File: config.mk
export PLATFORM = sky130hd
export DESIGN_NAME = mcs4_ram_bank_flat
export DESIGN_NICKNAME = d
export VERILOG_FILES = /design/src/rtl/mcs4_ram_bank_if.sv /design/src/rtl/mcs4_ram_bank.sv /design/src/flat_wrapper.sv
export SDC_FILE = /design/constraint.sdc
export NUM_CORES = 1
export LEC_CHECK = 0
export CORE_AREA = 2 2 293 295
export CTS_CLUSTER_DIAMETER = 200
export CTS_CLUSTER_SIZE = 12
export DETAILED_ROUTE_END_ITERATION = 16
export DIE_AREA = 0 0 295 297
export DONT_BUFFER_PORTS = 1
export PLACE_DENSITY_LB_ADDON = 0.3
export SKIP_LAST_GASP = 1
export SLEW_MARGIN = 0
export SYNTH_ARGS = -nofsm -noshare
export SYNTH_HDL_FRONTEND = slang
export SYNTH_SLANG_ARGS = --single-unit
File: constraint.sdc
create_clock -name clk -period 5.5 [get_ports clk]
set_clock_uncertainty 0.15 [all_clocks]
set_input_delay 1.1 -clock clk [delete_from_list [all_inputs] [get_ports clk]]
set_output_delay 1.1 -clock clk [all_outputs]
set_load 0.03 [all_outputs]
File: src/rtl/mcs4_ram_bank_if.sv
// CPU-side bus of an MCS-4 RAM bank.
//   sync     : instruction-cycle marker, the cycle carrying it is A1
//   cm_ram   : this bank's CM-RAM select line
//   dbus_in  : 4-bit data bus driven by the CPU
//   dbus_out : read data from the bank, 0 whenever dbus_oe is low
//   dbus_oe  : bank is driving the data bus
// master = CPU side, slave = RAM bank side.
interface mcs4_ram_bank_if;
  logic       sync;
  logic       cm_ram;
  logic [3:0] dbus_in;
  logic [3:0] dbus_out;
  logic       dbus_oe;

  modport master (output sync, output cm_ram, output dbus_in,
                  input  dbus_out, input dbus_oe);
  modport slave  (input  sync, input  cm_ram, input  dbus_in,
                  output dbus_out, output dbus_oe);
endinterface

File: src/rtl/mcs4_ram_bank.sv
// Bank of 4002-style RAM chips (main characters, optional status characters
// and one 4-bit output port per chip) following the MCS-4 8-phase cycle.
//
// Ports:
//   clk    : single clock, all state on rising edge
//   rst_n  : asynchronous active-low reset
//   bus    : mcs4_ram_bank_if.slave (sync, cm_ram, dbus_in, dbus_out, dbus_oe)
//   io_out : output-port latches, chip n at bits [4n+3:4n]
//
// Optional feature: define MCS4_RAM_STATUS_EN to build status-character
// storage (WR0-3 / RD0-3). Without it RD0-3 drive 0 and WR0-3 do nothing.
module mcs4_ram_bank #(
  parameter int NUM_CHIPS      = 4,
  parameter int REGS_PER_CHIP  = 4,
  parameter int CHARS_PER_REG  = 16,
  parameter int STATUS_PER_REG = 4
) (
  input  logic                   clk,
  input  logic                   rst_n,
  mcs4_ram_bank_if.slave         bus,
  output logic [4*NUM_CHIPS-1:0] io_out
);

  typedef enum logic [2:0] {
    PH_A1, PH_A2, PH_A3, PH_M1, PH_M2, PH_X1, PH_X2, PH_X3
  } phase_t;

  localparam int MAIN_DEPTH = NUM_CHIPS * REGS_PER_CHIP * CHARS_PER_REG;
  localparam int MAIN_AW    = (MAIN_DEPTH > 1) ? $clog2(MAIN_DEPTH) : 1;

  phase_t     phase_q;
  phase_t     phase;
  logic [1:0] chip_q;
  logic [1:0] reg_q;
  logic [3:0] char_q;
  logic       src_pend;
  logic       op_valid;
  logic [3:0] opa;

  logic               sel;
  logic               access;
  logic               wr_main;
  logic               wr_io;
  logic               st_ok;
  logic [MAIN_AW-1:0] main_idx;
  logic [3:0]         dout;
  logic               oe;

  logic [3:0] main_mem [MAIN_DEPTH];

  // phase_q holds the previous cycle's phase; the current phase is derived
  // combinationally so the sync cycle itself is A1.
  always_comb begin
    if (bus.sync)               phase = PH_A1;
    else if (phase_q == PH_X3)  phase = PH_X3;
    else                        phase = phase_t'(phase_q + 3'd1);
  end

  assign sel    = 32'(chip_q) < NUM_CHIPS;
  assign access = (phase == PH_X2) && op_valid && sel;
  assign st_ok  = 32'(opa[1:0]) < STATUS_PER_REG;

  // Register/character bits beyond the configured depth wrap.
  assign main_idx = MAIN_AW'(32'(chip_q) * REGS_PER_CHIP * CHARS_PER_REG
                           + (32'(reg_q) % REGS_PER_CHIP) * CHARS_PER_REG
                           + (32'(char_q) % CHARS_PER_REG));

  assign wr_main = access && (opa == 4'h0);
  assign wr_io   = access && (opa == 4'h1);

  always_ff @(posedge clk or negedge rst_n) begin
    if (!rst_n) begin
      phase_q  <= PH_X3;
      op_valid <= 1'b0;
      src_pend <= 1'b0;
      chip_q   <= '0;
      reg_q    <= '0;
      char_q   <= '0;
      opa      <= '0;
      io_out   <= '0;
    end else begin
      phase_q <= phase;

      if (bus.sync || phase == PH_X3) begin
        op_valid <= 1'b0;
      end else if (phase == PH_M2 && bus.cm_ram) begin
        opa      <= bus.dbus_in;
        op_valid <= 1'b1;
      end

      // An SRC seen in X2 while an access is in flight takes effect after
      // this edge, so the access above still uses the old address.
      if (phase == PH_X2 && bus.cm_ram) begin
        chip_q   <= bus.dbus_in[3:2];
        reg_q    <= bus.dbus_in[1:0];
        src_pend <= 1'b1;
      end else if (phase == PH_X3 && src_pend) begin
        char_q   <= bus.dbus_in;
        src_pend <= 1'b0;
      end

      for (int unsigned n = 0; n < NUM_CHIPS; n++) begin
        if (wr_io && 32'(chip_q) == n) io_out[4*n +: 4] <= bus.dbus_in;
      end
    end
  end

  // Memory contents survive reset.
  always_ff @(posedge clk) begin
    if (wr_main) main_mem[main_idx] <= bus.dbus_in;
  end

`ifdef MCS4_RAM_STATUS_EN
  localparam int STAT_DEPTH = NUM_CHIPS * REGS_PER_CHIP * STATUS_PER_REG;
  localparam int STAT_AW    = (STAT_DEPTH > 1) ? $clog2(STAT_DEPTH) : 1;

  logic [3:0]         stat_mem [STAT_DEPTH];
  logic [STAT_AW-1:0] stat_idx;
  logic               wr_stat;

  assign stat_idx = STAT_AW'(32'(chip_q) * REGS_PER_CHIP * STATUS_PER_REG
                           + (32'(reg_q) % REGS_PER_CHIP) * STATUS_PER_REG
                           + 32'(opa[1:0]));
  assign wr_stat  = access && (opa[3:2] == 2'b01) && st_ok;

  always_ff @(posedge clk) begin
    if (wr_stat) stat_mem[stat_idx] <= bus.dbus_in;
  end
`endif

  always_comb begin
    dout = '0;
    oe   = 1'b0;
    if (access) begin
      case (opa)
        4'h8, 4'h9, 4'hB: begin
          oe   = 1'b1;
          dout = main_mem[main_idx];
        end
        4'hC, 4'hD, 4'hE, 4'hF: begin
          oe = st_ok;
`ifdef MCS4_RAM_STATUS_EN
          if (st_ok) dout = stat_mem[stat_idx];
`endif
        end
        default: ;
      endcase
    end
  end

  assign bus.dbus_out = dout;
  assign bus.dbus_oe  = oe;

endmodule

File: src/flat_wrapper.sv
// flat-port wrapper written by rule: the top's interface ports become plain ports
module mcs4_ram_bank_flat 
#(
  parameter int NUM_CHIPS      = 4,
  parameter int REGS_PER_CHIP  = 4,
  parameter int CHARS_PER_REG  = 16,
  parameter int STATUS_PER_REG = 4
)
  (clk, rst_n, io_out, bus_sync, bus_cm_ram, bus_dbus_in, bus_dbus_out, bus_dbus_oe);
  mcs4_ram_bank_if bus_i ();
  input  logic clk;
  input  logic rst_n;
  output logic [4*NUM_CHIPS-1:0] io_out;
  input wire logic [$bits(bus_i.sync)-1:0] bus_sync;
  input wire logic [$bits(bus_i.cm_ram)-1:0] bus_cm_ram;
  input wire logic [$bits(bus_i.dbus_in)-1:0] bus_dbus_in;
  output wire logic [$bits(bus_i.dbus_out)-1:0] bus_dbus_out;
  output wire logic [$bits(bus_i.dbus_oe)-1:0] bus_dbus_oe;
  assign bus_i.sync = bus_sync;
  assign bus_i.cm_ram = bus_cm_ram;
  assign bus_i.dbus_in = bus_dbus_in;
  assign bus_dbus_out = bus_i.dbus_out;
  assign bus_dbus_oe = bus_i.dbus_oe;
  mcs4_ram_bank #(.NUM_CHIPS(NUM_CHIPS), .REGS_PER_CHIP(REGS_PER_CHIP), .CHARS_PER_REG(CHARS_PER_REG), .STATUS_PER_REG(STATUS_PER_REG)) u_core (.clk(clk), .rst_n(rst_n), .bus(bus_i), .io_out(io_out));
endmodule
==> results of run 1 <==
==> layout make-up <==
cell class / count / area [um^2] / area share, %
Timing Repair Buffer: 64 / 651 / 1.42
Clock inverter: 6 / 85.1 / 0.185
Inverter: 4 / 15.0 / 0.0327
Sequential cell: 1057 / 31600 / 68.7
Tap cell: 1144 / 1430 / 3.11
Clock buffer: 120 / 2560 / 5.56
Multi-Input combinational cell: 958 / 9650 / 21.0
==> cell families after synthesis <==
kind of cell	Yosys count
DFF	1057
and+or+nand+nor	435
xor gates and xnor gates	1
buffers and inverters	136
AOI/OAI and AO/OA	154
adders and majority gates	1
muxes	367
==> metal layers <==
layer	part of all wire [%]	up-vias
met2	48	955
li1	-	8721
met3	8.7	156
met5	0	-
met4	2.9	0
met1	41	10892
==> flip-flops by register name, indices dropped and copies added (netlist names) <==
name	count
u_core.main_mem	1024
u_core.io_out	16
u_core.char_q	4
u_core.opa	4
u_core.phase_q	3
u_core.chip_q	2
u_core.reg_q	2
u_core.op_valid	1
u_core.src_pend	1
==> path summary, 6_finish.rpt <==
kind | from | end | slack (ns) | cells past startpoint
worst max-delay path | u_core.char_q[0] | bus_dbus_out[0] | 0.20 | 6
worst min-delay path | rst_n | u_core.char_q[1] | 0.11 | 1
worst max register to register | u_core.phase_q[0] | u_core.main_mem[229][3] | 1.59 | 7
worst min register to register | u_core.opa[0] | u_core.opa[0] | 0.38 | 1
max in group asynchronous | rst_n | u_core.opa[1] | 4.90 | 1
min in group clk | bus_sync | u_core.phase_q[0] | 0.30 | 1
==> timing repair <==
item	CTS	global route
resized for setup	0	0
endpoints found under the hold margin	30	0
hold buffers	1	0
buffers inserted	0	3
endpoints found under the setup margin	0	4
==> power by group through the flow <==
stage | Clock [mW] | Combinational (mW) | Sequential, mW
final | 5.98 | 3.80 | 9.02
after global routing | 6.35 | 4.02 | 9.02
after CTS | 6.06 | 3.70 | 9.06
after detailed placement | 0 | 3.68 | 9.23
after global placement | 0 | 3.65 | 9.23
after floorplan | 0 | 2.82 | 9.04
==> cells in the final DEF (no fill, tap or decap), types with 10 or more instances in the layout <==
master	instances
a211oi_1	17
a21oi_1	20
a22oi_1	37
buf_12	12
buf_4	51
clkbuf_1	21
clkbuf_16	99
dfrtp_1	25
edfxtp_1	1024
mux2_2	43
mux2i_1	89
mux4_2	235
nand2_1	56
nand3_1	19
nor2_1	291
nor2b_1	13
nor3_1	10
o22ai_1	24
==> through the flow <==
| stage | instance area (um^2) | hold slack, ns | util [%] |
|---|---|---|---|
| after floorplan | 42000 | 0.340 | - |
| final | 46000 | 0.106 | 54.4 |
| after CTS | 45900 | 0.0868 | 54.3 |
| after global routing | 46000 | 0.106 | 54.4 |
| after detailed placement | 43200 | 0.370 | 51.2 |
| after global placement | 43200 | 0.362 | 51.2 |
==> impl_metrics.ini, run 1 <==
[final_layout]
area_growth_pct = 9.50
num-fill-cells = 6366
drive_gt1_share_pct = 21.1
nets = 2192
diodes = 0
final_cells = 3353

[logic_synthesis]
syn_avg_cell_area_um2 = 19.5
ys_top_cells_by_count = edfxtp_1, nor2_1, mux4_2, mux2i_1, nand2_1
syn_area_um2 = 42000
synth_xor_area_share_pct = 0.0209
dominantRegCellSynth = edfxtp_1
synth_area_leaders = edfxtp_1, mux4_2, nor2_1
synth_top_cell_by_area = edfxtp_1
seq_area_frac_synth_pct = 75.2
synth-compound-area-share_pct = 2.63
synth_enable_flop_cells = 1024
yosysTopAreaCellShare_pct = 73.2
synth-async-reset-ratio_pct = 3.12
ys_warn_count = 0
synth-seq-cells = 1057
synth.most_common_cell = edfxtp_1
synth_nets = 2160
synthCells = 2151
synth.distinct_cells = 54
synth_top_family_by_area = multiplexers
synthSimpleGateAreaFrac_pct = 4.35
synthAdderAreaFrac_pct = 0.0298
synth_mux_area_share_pct = 15.9

[sta]
setup_slack_ns = 0.196
fin_crit_ns = 5.30
setup_tns_ns = 0
fmax_ghz = 0.189
tightest_slew_ns = 1.21
maxSlewHeadroom_pct = 18.8
hold_viol_final = 0
fin_crit_sh_pct = 96.4
final_max_slew_viol_count = 0
rsz0062_at_grt = false
setup-violations-final = 0

[critical_path]
critPathLaunchType = flop
crit_slowest_cell = dfrtp_4
slowest_delay_ns = 0.74
critical_path_class = reg -> out
cp_data_required_time_ns = 4.25
cp-end-kind = primary output
worstPathMaxFanout = 31
worstPathCellList = buf_12, mux4_2, mux4_2, a221oi_1, a211oi_1, a32o_1
crit_buf_inv = 1
cp.arrival_ns = 4.05
crit_top_cell = mux4_2
critPathTopFamily = compound AO/OA/AOI/OAI gates

[placed_design]
finalWeightedCongestion = 0.816
dpl.hpwl_mm = 55.6
place_inst = 3223
io_buffers = 0
dpl_worst_slack_ns = 0.761

[floorplanning]
die-area_um2 = 87600
row_count = 107
fp.dieW_um = 295
start_util_pct = 49.7
core_um2 = 84500
die_h_um = 297
pin_count = 29

[power_and_ir_drop]
intPower_mw = 13.8
cellPowerDensity_nw_per_um2 = 409
finalPower_mw = 18.8
p_leak_nw = 13.9
power_frac_comb_pct = 20.2
p_sw_mw = 4.98
clockPowerShare_pct = 31.8
vdd_ir_drop_max_v = 0.000242
power_frac_seq_pct = 48.0
switching_share_pct = 26.5

[global_routing]
top_usage_layer = met2
grt_max_degree = 264
grt_util_met2_pct = 33.6
antenna_found_initial = 0
grt-ovfl-total = 0
grt.total_usage_pct = 21.5
grt_pass1_vias = 21514
grt_pass1_wl_mm = 139
use_met3_pct = 4.91
grt_util_met1_pct = 30.1

[flow_run]
cap_violations = 0

[route]
drtIter0Drc = 2357
drt_pass1_iterations = 7
drt_wl_total_mm = 93.3
wl_per_cell_um = 27.8
vias = 20724
drc = 0
drtAntennaViolNets = 0
via_per_inst = 6.18

[cts]
cts_buffers = 98
clk_path_buf_depth = 3
cts_htree_levels = 3
clock-sinks = 1057
cts_tree = done
cts-root-buf = clkbuf_16
insertion_delay_ns = 0.67
cts.reportedPaths.clkPinSlew_ns = 0.06

[status]
run_status = finished, final reports clean

[worst_hold_path]
min_path_type = in -> async
No activity file was read; power rests on OpenSTA's default activity.
==> inputs of run 2 (changes only) <==
- CTS_CLUSTER_DIAMETER: 200 -> 50
==> run 2 against run 1 <==
Maximum frequency hardly changed; cell count is 1.3% higher; final area is 1.2% higher; sequential share of layout area is 0.78 points lower; hold slack worse by 0.015 ns; power is 3.8% higher; wire length is 0.54% higher; flip-flop and latch count stayed put; critical path depth stayed put; largest cell class unchanged.
==> impl_metrics.ini, run 2 (synthesis gave the netlist of run 1 again) <==
[status]
run_status = finished, final reports clean

[floorplanning]
start_util_pct = 49.7
pin_count = 29
die_h_um = 297
die-area_um2 = 87600
row_count = 107
core_um2 = 84500
fp.dieW_um = 295

[final_layout]
diodes = 0
final_cells = 3396
final_cell_mix = edfxtp_1, nor2_1, mux4_2, clkbuf_16, mux2i_1
final_area_um2 = 46500
nets = 2202
multi_input_area_um2 = 9650
top_register = u_core.main_mem
num-fill-cells = 6328
area_growth_pct = 10.8
largestRegisters = u_core.main_mem (1024), u_core.io_out (16)
final-seq-area_um2 = 31600
drive_gt1_share_pct = 22.5
largest_register_ffs = 1024
final_common_cell = edfxtp_1

[critical_path]
critPathLaunchType = flop
worstPathMaxFanout = 31
r2r-start = u_core.phase_q[0]
critical_path_class = reg -> out
cp.arrival_ns = 4.06
r2r_setup_slack_ns = 1.70
cp_data_required_time_ns = 4.25
r2r_end = u_core.main_mem[229][1]
cp-end-kind = primary output
worstSetupStartpoint = u_core.char_q[0]
crit_path_end = bus_dbus_out[0]
reg2regPathDepth = 7

[worst_hold_path]
min_path_type = in -> async

[power_and_ir_drop]
clockPowerShare_pct = 34.3
p_sw_mw = 5.20
vdd_ir_drop_max_v = 0.000244
intPower_mw = 14.3
power_frac_comb_pct = 19.5
cellPowerDensity_nw_per_um2 = 420
power_frac_seq_pct = 46.2
switching_share_pct = 26.6
p_leak_nw = 14.1

[route]
drtIter0Drc = 2417
via_per_inst = 6.10
vias = 20727
drt_pass1_iterations = 5
drtAntennaViolNets = 0
wl_per_cell_um = 27.6
drt_wl_total_mm = 93.8
drc = 0

[sta]
rsz0062_at_grt = false
fin_crit_sh_pct = 96.5
hold_viol_final = 0
setup_tns_ns = 0
fin_crit_ns = 5.31
tightest_slew_ns = 1.14
maxSlewHeadroom_pct = 23.4
final_max_slew_viol_count = 0
fmax_ghz = 0.188
setup-violations-final = 0

[placed_design]
dpl.hpwl_mm = 55.6
place_area_um2 = 43200
place_inst = 3223
io_buffers = 0
finalWeightedCongestion = 0.816

[flow_run]
cap_violations = 0

[global_routing]
grt.total_usage_pct = 21.6
grt_max_degree = 264
grt_pass1_vias = 21644
grt-ovfl-total = 0
grt_pass1_wl_mm = 140
antenna_found_initial = 1

[cts]
cts_tree = done
cts_htree_levels = 3
clock-sinks = 1057
insertion_delay_ns = 0.68
cts.reportedPaths.clkPinSlew_ns = 0.06
clk_path_buf_depth = 3
cts-root-buf = clkbuf_16
cts_buffers = 108
## run 2: cell types whose count changed in the layout (fill, tap and decap cells not counted), sizes merged
cell / change
bufinv: +2
clkbuf: +13
clkinv: +19
clkinvlp: +4
inv: +5
## run 2: repair_timing
item / in CTS / in global routing
setup buffers: 1 / 2
endpoints found under the hold margin: 30 / 0
setup endpoints to repair: 1 / 4
hold buffers: 1 / 0
gates resized for setup: 0 / 1
## run 2: stage by stage
step           total power [mW]  utilization [%]  worst slack, ns  hold slack, ns
6_report                   19.5             55.1            0.195          0.0909
5_1_grt                    20.1             55.1           0.0366          0.0795
4_1_cts                    19.6             55.0          0.00180          0.0748
3_5_place_dp               12.9             51.2            0.761           0.370
3_3_place_gp               12.9             51.2            0.811           0.362
2_1_floorplan              11.9                -             1.73           0.340
## run 2: layout make-up
| class | count | area share [%] |
|---|---|---|
| inverters | 4 | 0.0323 |
| flip-flops and latches | 1057 | 67.9 |
| multi-input cells | 958 | 20.7 |
| clock buffers | 133 | 6.10 |
| well taps | 1144 | 3.08 |
| repair buffers | 64 | 1.40 |
| clock inverters | 36 | 0.710 |
## run 2: per-layer routing
layer	vias up	track usage (%)	routed length [um]
li1	8774	-	-
met1	10870	30.4	38100
met2	929	33.8	45000
met3	152	5.37	8250
met4	2	6.52	2380
met5	-	0	14
## run 2: worst min-delay path by stage
stage,from,end,slack [ns],depth (start not counted)
global placement,u_core.op_valid,u_core.op_valid,0.36,1
global route,rst_n,u_core.phase_q[0],0.08,0
detailed placement,u_core.opa[2],u_core.opa[2],0.37,1
floorplan,u_core.opa[2],u_core.opa[2],0.34,1
CTS,rst_n,u_core.io_out[2],0.07,1
finish,rst_n,u_core.io_out[6],0.09,1
## run 2: power groups by stage
stage	logic [mW]	clock network [mW]	registers (mW)
detailed placement	3.68	0	9.23
finish	3.80	6.70	9.02
CTS	3.74	6.78	9.05
floorplan	2.82	0	9.04
global route	4.02	7.10	9.02
global placement	3.65	0	9.23
## run 2: worst max-delay path, stage by stage, from the launching register on
cell      delay (ns)
dfrtp_4         0.72
buf_12          0.31
mux4_2          0.56
mux4_2          0.49
a221oi_1        0.61
a211oi_1        0.20
a32o_1          0.45
==> inputs of run 3 (changes only) <==
- CORE_AREA: 2 2 293 295 -> 3 3 294 296
- DIE_AREA: 0 0 295 297 -> 0 0 297 299
==> run 3 against run 2 <==
Sequential share of layout area grew 0.21 points; global-route usage shrank 0.62 points; clock power shrank 1%; wire length shrank 0.39%; via count shrank 0.14%; critical endpoint unchanged.
==> impl_metrics.ini, run 3 (synthesis gave the netlist of run 1 again) <==
[final_layout]
final_cells = 3372
largest_register_ffs = 1024
final_cell_mix = edfxtp_1, nor2_1, mux4_2, clkbuf_16, mux2i_1
diodes = 0
nets = 2184
area_growth_pct = 10.4
drive_gt1_share_pct = 21.5
num-fill-cells = 6277
largestRegisters = u_core.main_mem (1024), u_core.io_out (16)
final_common_cell = edfxtp_1
top_register = u_core.main_mem
fin_util_pct = 55.3

[critical_path]
cp.arrival_ns = 4.00
r2r-start = u_core.phase_q[0]
reg2regPathDepth = 7
critPathLaunchType = flop
r2r_setup_slack_ns = 1.66
r2r_end = u_core.main_mem[140][1]
worstPathCellList = buf_12, nor2b_1, inv_1, o21ai_1, a221oi_1, a211oi_1, a32o_1
worstPathMaxFanout = 26
cp-end-kind = primary output
crit_slowest_cell = dfrtp_4
slowest_delay_ns = 0.74
critical_path_class = reg -> out
cp_data_required_time_ns = 4.25

[sta]
fmax_ghz = 0.191
setup_tns_ns = 0
final_max_slew_viol_count = 0
tightest_slew_ns = 0.956
fin_crit_ns = 5.25
maxSlewHeadroom_pct = 35.7
rsz0062_at_grt = false
fin_crit_sh_pct = 95.4
fin_hold_ws_ns = 0.104
setup-violations-final = 0
hold_viol_final = 0

[route]
via_per_inst = 6.14
drtAntennaViolNets = 0
drt_pass1_iterations = 5
drt_wl_total_mm = 93.4
drc = 0
wl_per_cell_um = 27.7
drtIter0Drc = 2317
vias = 20698

[power_and_ir_drop]
vdd_ir_drop_max_v = 0.000296
p_leak_nw = 14.0
cellPowerDensity_nw_per_um2 = 419

[worst_hold_path]
min_path_type = in -> async

[cts]
cts_buffers = 106
cts.reportedPaths.clkPinSlew_ns = 0.06
insertion_delay_ns = 0.67
clock-sinks = 1057
cts-root-buf = clkbuf_16
clk_path_buf_depth = 3
cts_tree = done
cts_htree_levels = 3

[global_routing]
grt-ovfl-total = 0
grt.total_usage_pct = 21.0
grt_pass1_vias = 21271
grt_max_degree = 264
antenna_found_initial = 1
grt_pass1_wl_mm = 140

[floorplanning]
row_count = 106
die-area_um2 = 88800
start_util_pct = 50.1
pin_count = 29
fp.dieW_um = 297
core_um2 = 83800
die_h_um = 299

[placed_design]
io_buffers = 0
place_inst = 3197
dpl.hpwl_mm = 54.9
finalWeightedCongestion = 0.866

[flow_run]
cap_violations = 0

[status]
run_status = finished, final reports clean
==> run 3: cell count changes in the layout (fill, tap and decap cells not counted), moves of 2 or more <==
cell       delta
clkinv_2     -10
clkbuf_8      +2
clkbuf_1      +9
clkinv_4      +3
clkinv_1      +4
nand3_2       +2
buf_12        +3
inv_6         -2
nand3_1       -2
clkbuf_16     -3
buf_4        -18
==> run 3: layout make-up <==
class / count / area (um^2) / area share [%]
Inverter: 4 / 15.0 / 0.0324
Clock buffer: 141 / 2820 / 6.09
Timing Repair Buffer: 48 / 548 / 1.18
Multi-Input combinational cell: 958 / 9660 / 20.8
Tap cell: 1134 / 1420 / 3.06
Sequential cell: 1057 / 31600 / 68.1
Clock inverter: 30 / 305 / 0.658
==> run 3: critical path: cells and delay by family, from the launching register on <==
| kind | cells | cell delay, ns |
|---|---|---|
| simple gates | 1 | 0.39 |
| compound gates | 4 | 1.78 |
| flops | 1 | 0.74 |
| buf+inv | 2 | 0.39 |
==> run 3: metrics by stage <==
stage / instance area (um^2) / setup slack [ns] / power [mW]
3_3_place_gp: 43200 / 0.737 / 12.9
4_1_cts: 46300 / 0.0376 / 19.5
2_1_floorplan: 42000 / 1.73 / 11.9
5_1_grt: 46400 / 0.0798 / 20.1
3_5_place_dp: 43200 / 0.734 / 12.9
6_report: 46400 / 0.252 / 19.4
==> run 3: worst max-delay path by stage <==
stage | endpoint | depth (start not counted) | start
2_1_floorplan | bus_dbus_out[2] | 11 | u_core.char_q[1]
3_3_place_gp | bus_dbus_out[0] | 6 | u_core.char_q[1]
3_5_place_dp | bus_dbus_out[0] | 6 | u_core.char_q[1]
4_1_cts | bus_dbus_out[0] | 7 | u_core.char_q[0]
5_1_grt | bus_dbus_out[0] | 9 | u_core.char_q[0]
6_report | bus_dbus_out[0] | 7 | u_core.char_q[3]
==> run 3: report_power, final <==
group / leakage (nW) / switching, mW / total (mW) / internal [mW]
sequential: 9.63 / 0.202 / 9.06 / 8.86
clock: 1.51 / 2.93 / 6.62 / 3.69
combinational: 2.88 / 2.04 / 3.75 / 1.71
total: 14.0 / 5.17 / 19.4 / 14.3
==> run 3: routing by layer <==
layer / GRT usage [%] / wire [um]
met1: 29.4 / 37200
met2: 33.3 / 45200
met3: 4.87 / 8420
met4: 6.61 / 2590
met5: 0 / 13
==> run 3: timing repair <==
action                     in CTS  in global routing
setup endpoints to repair       1                  4
hold endpoints to repair       30                  0
hold buffers                    1                  0
gates resized for setup         0                  0
buffers inserted                1                  2
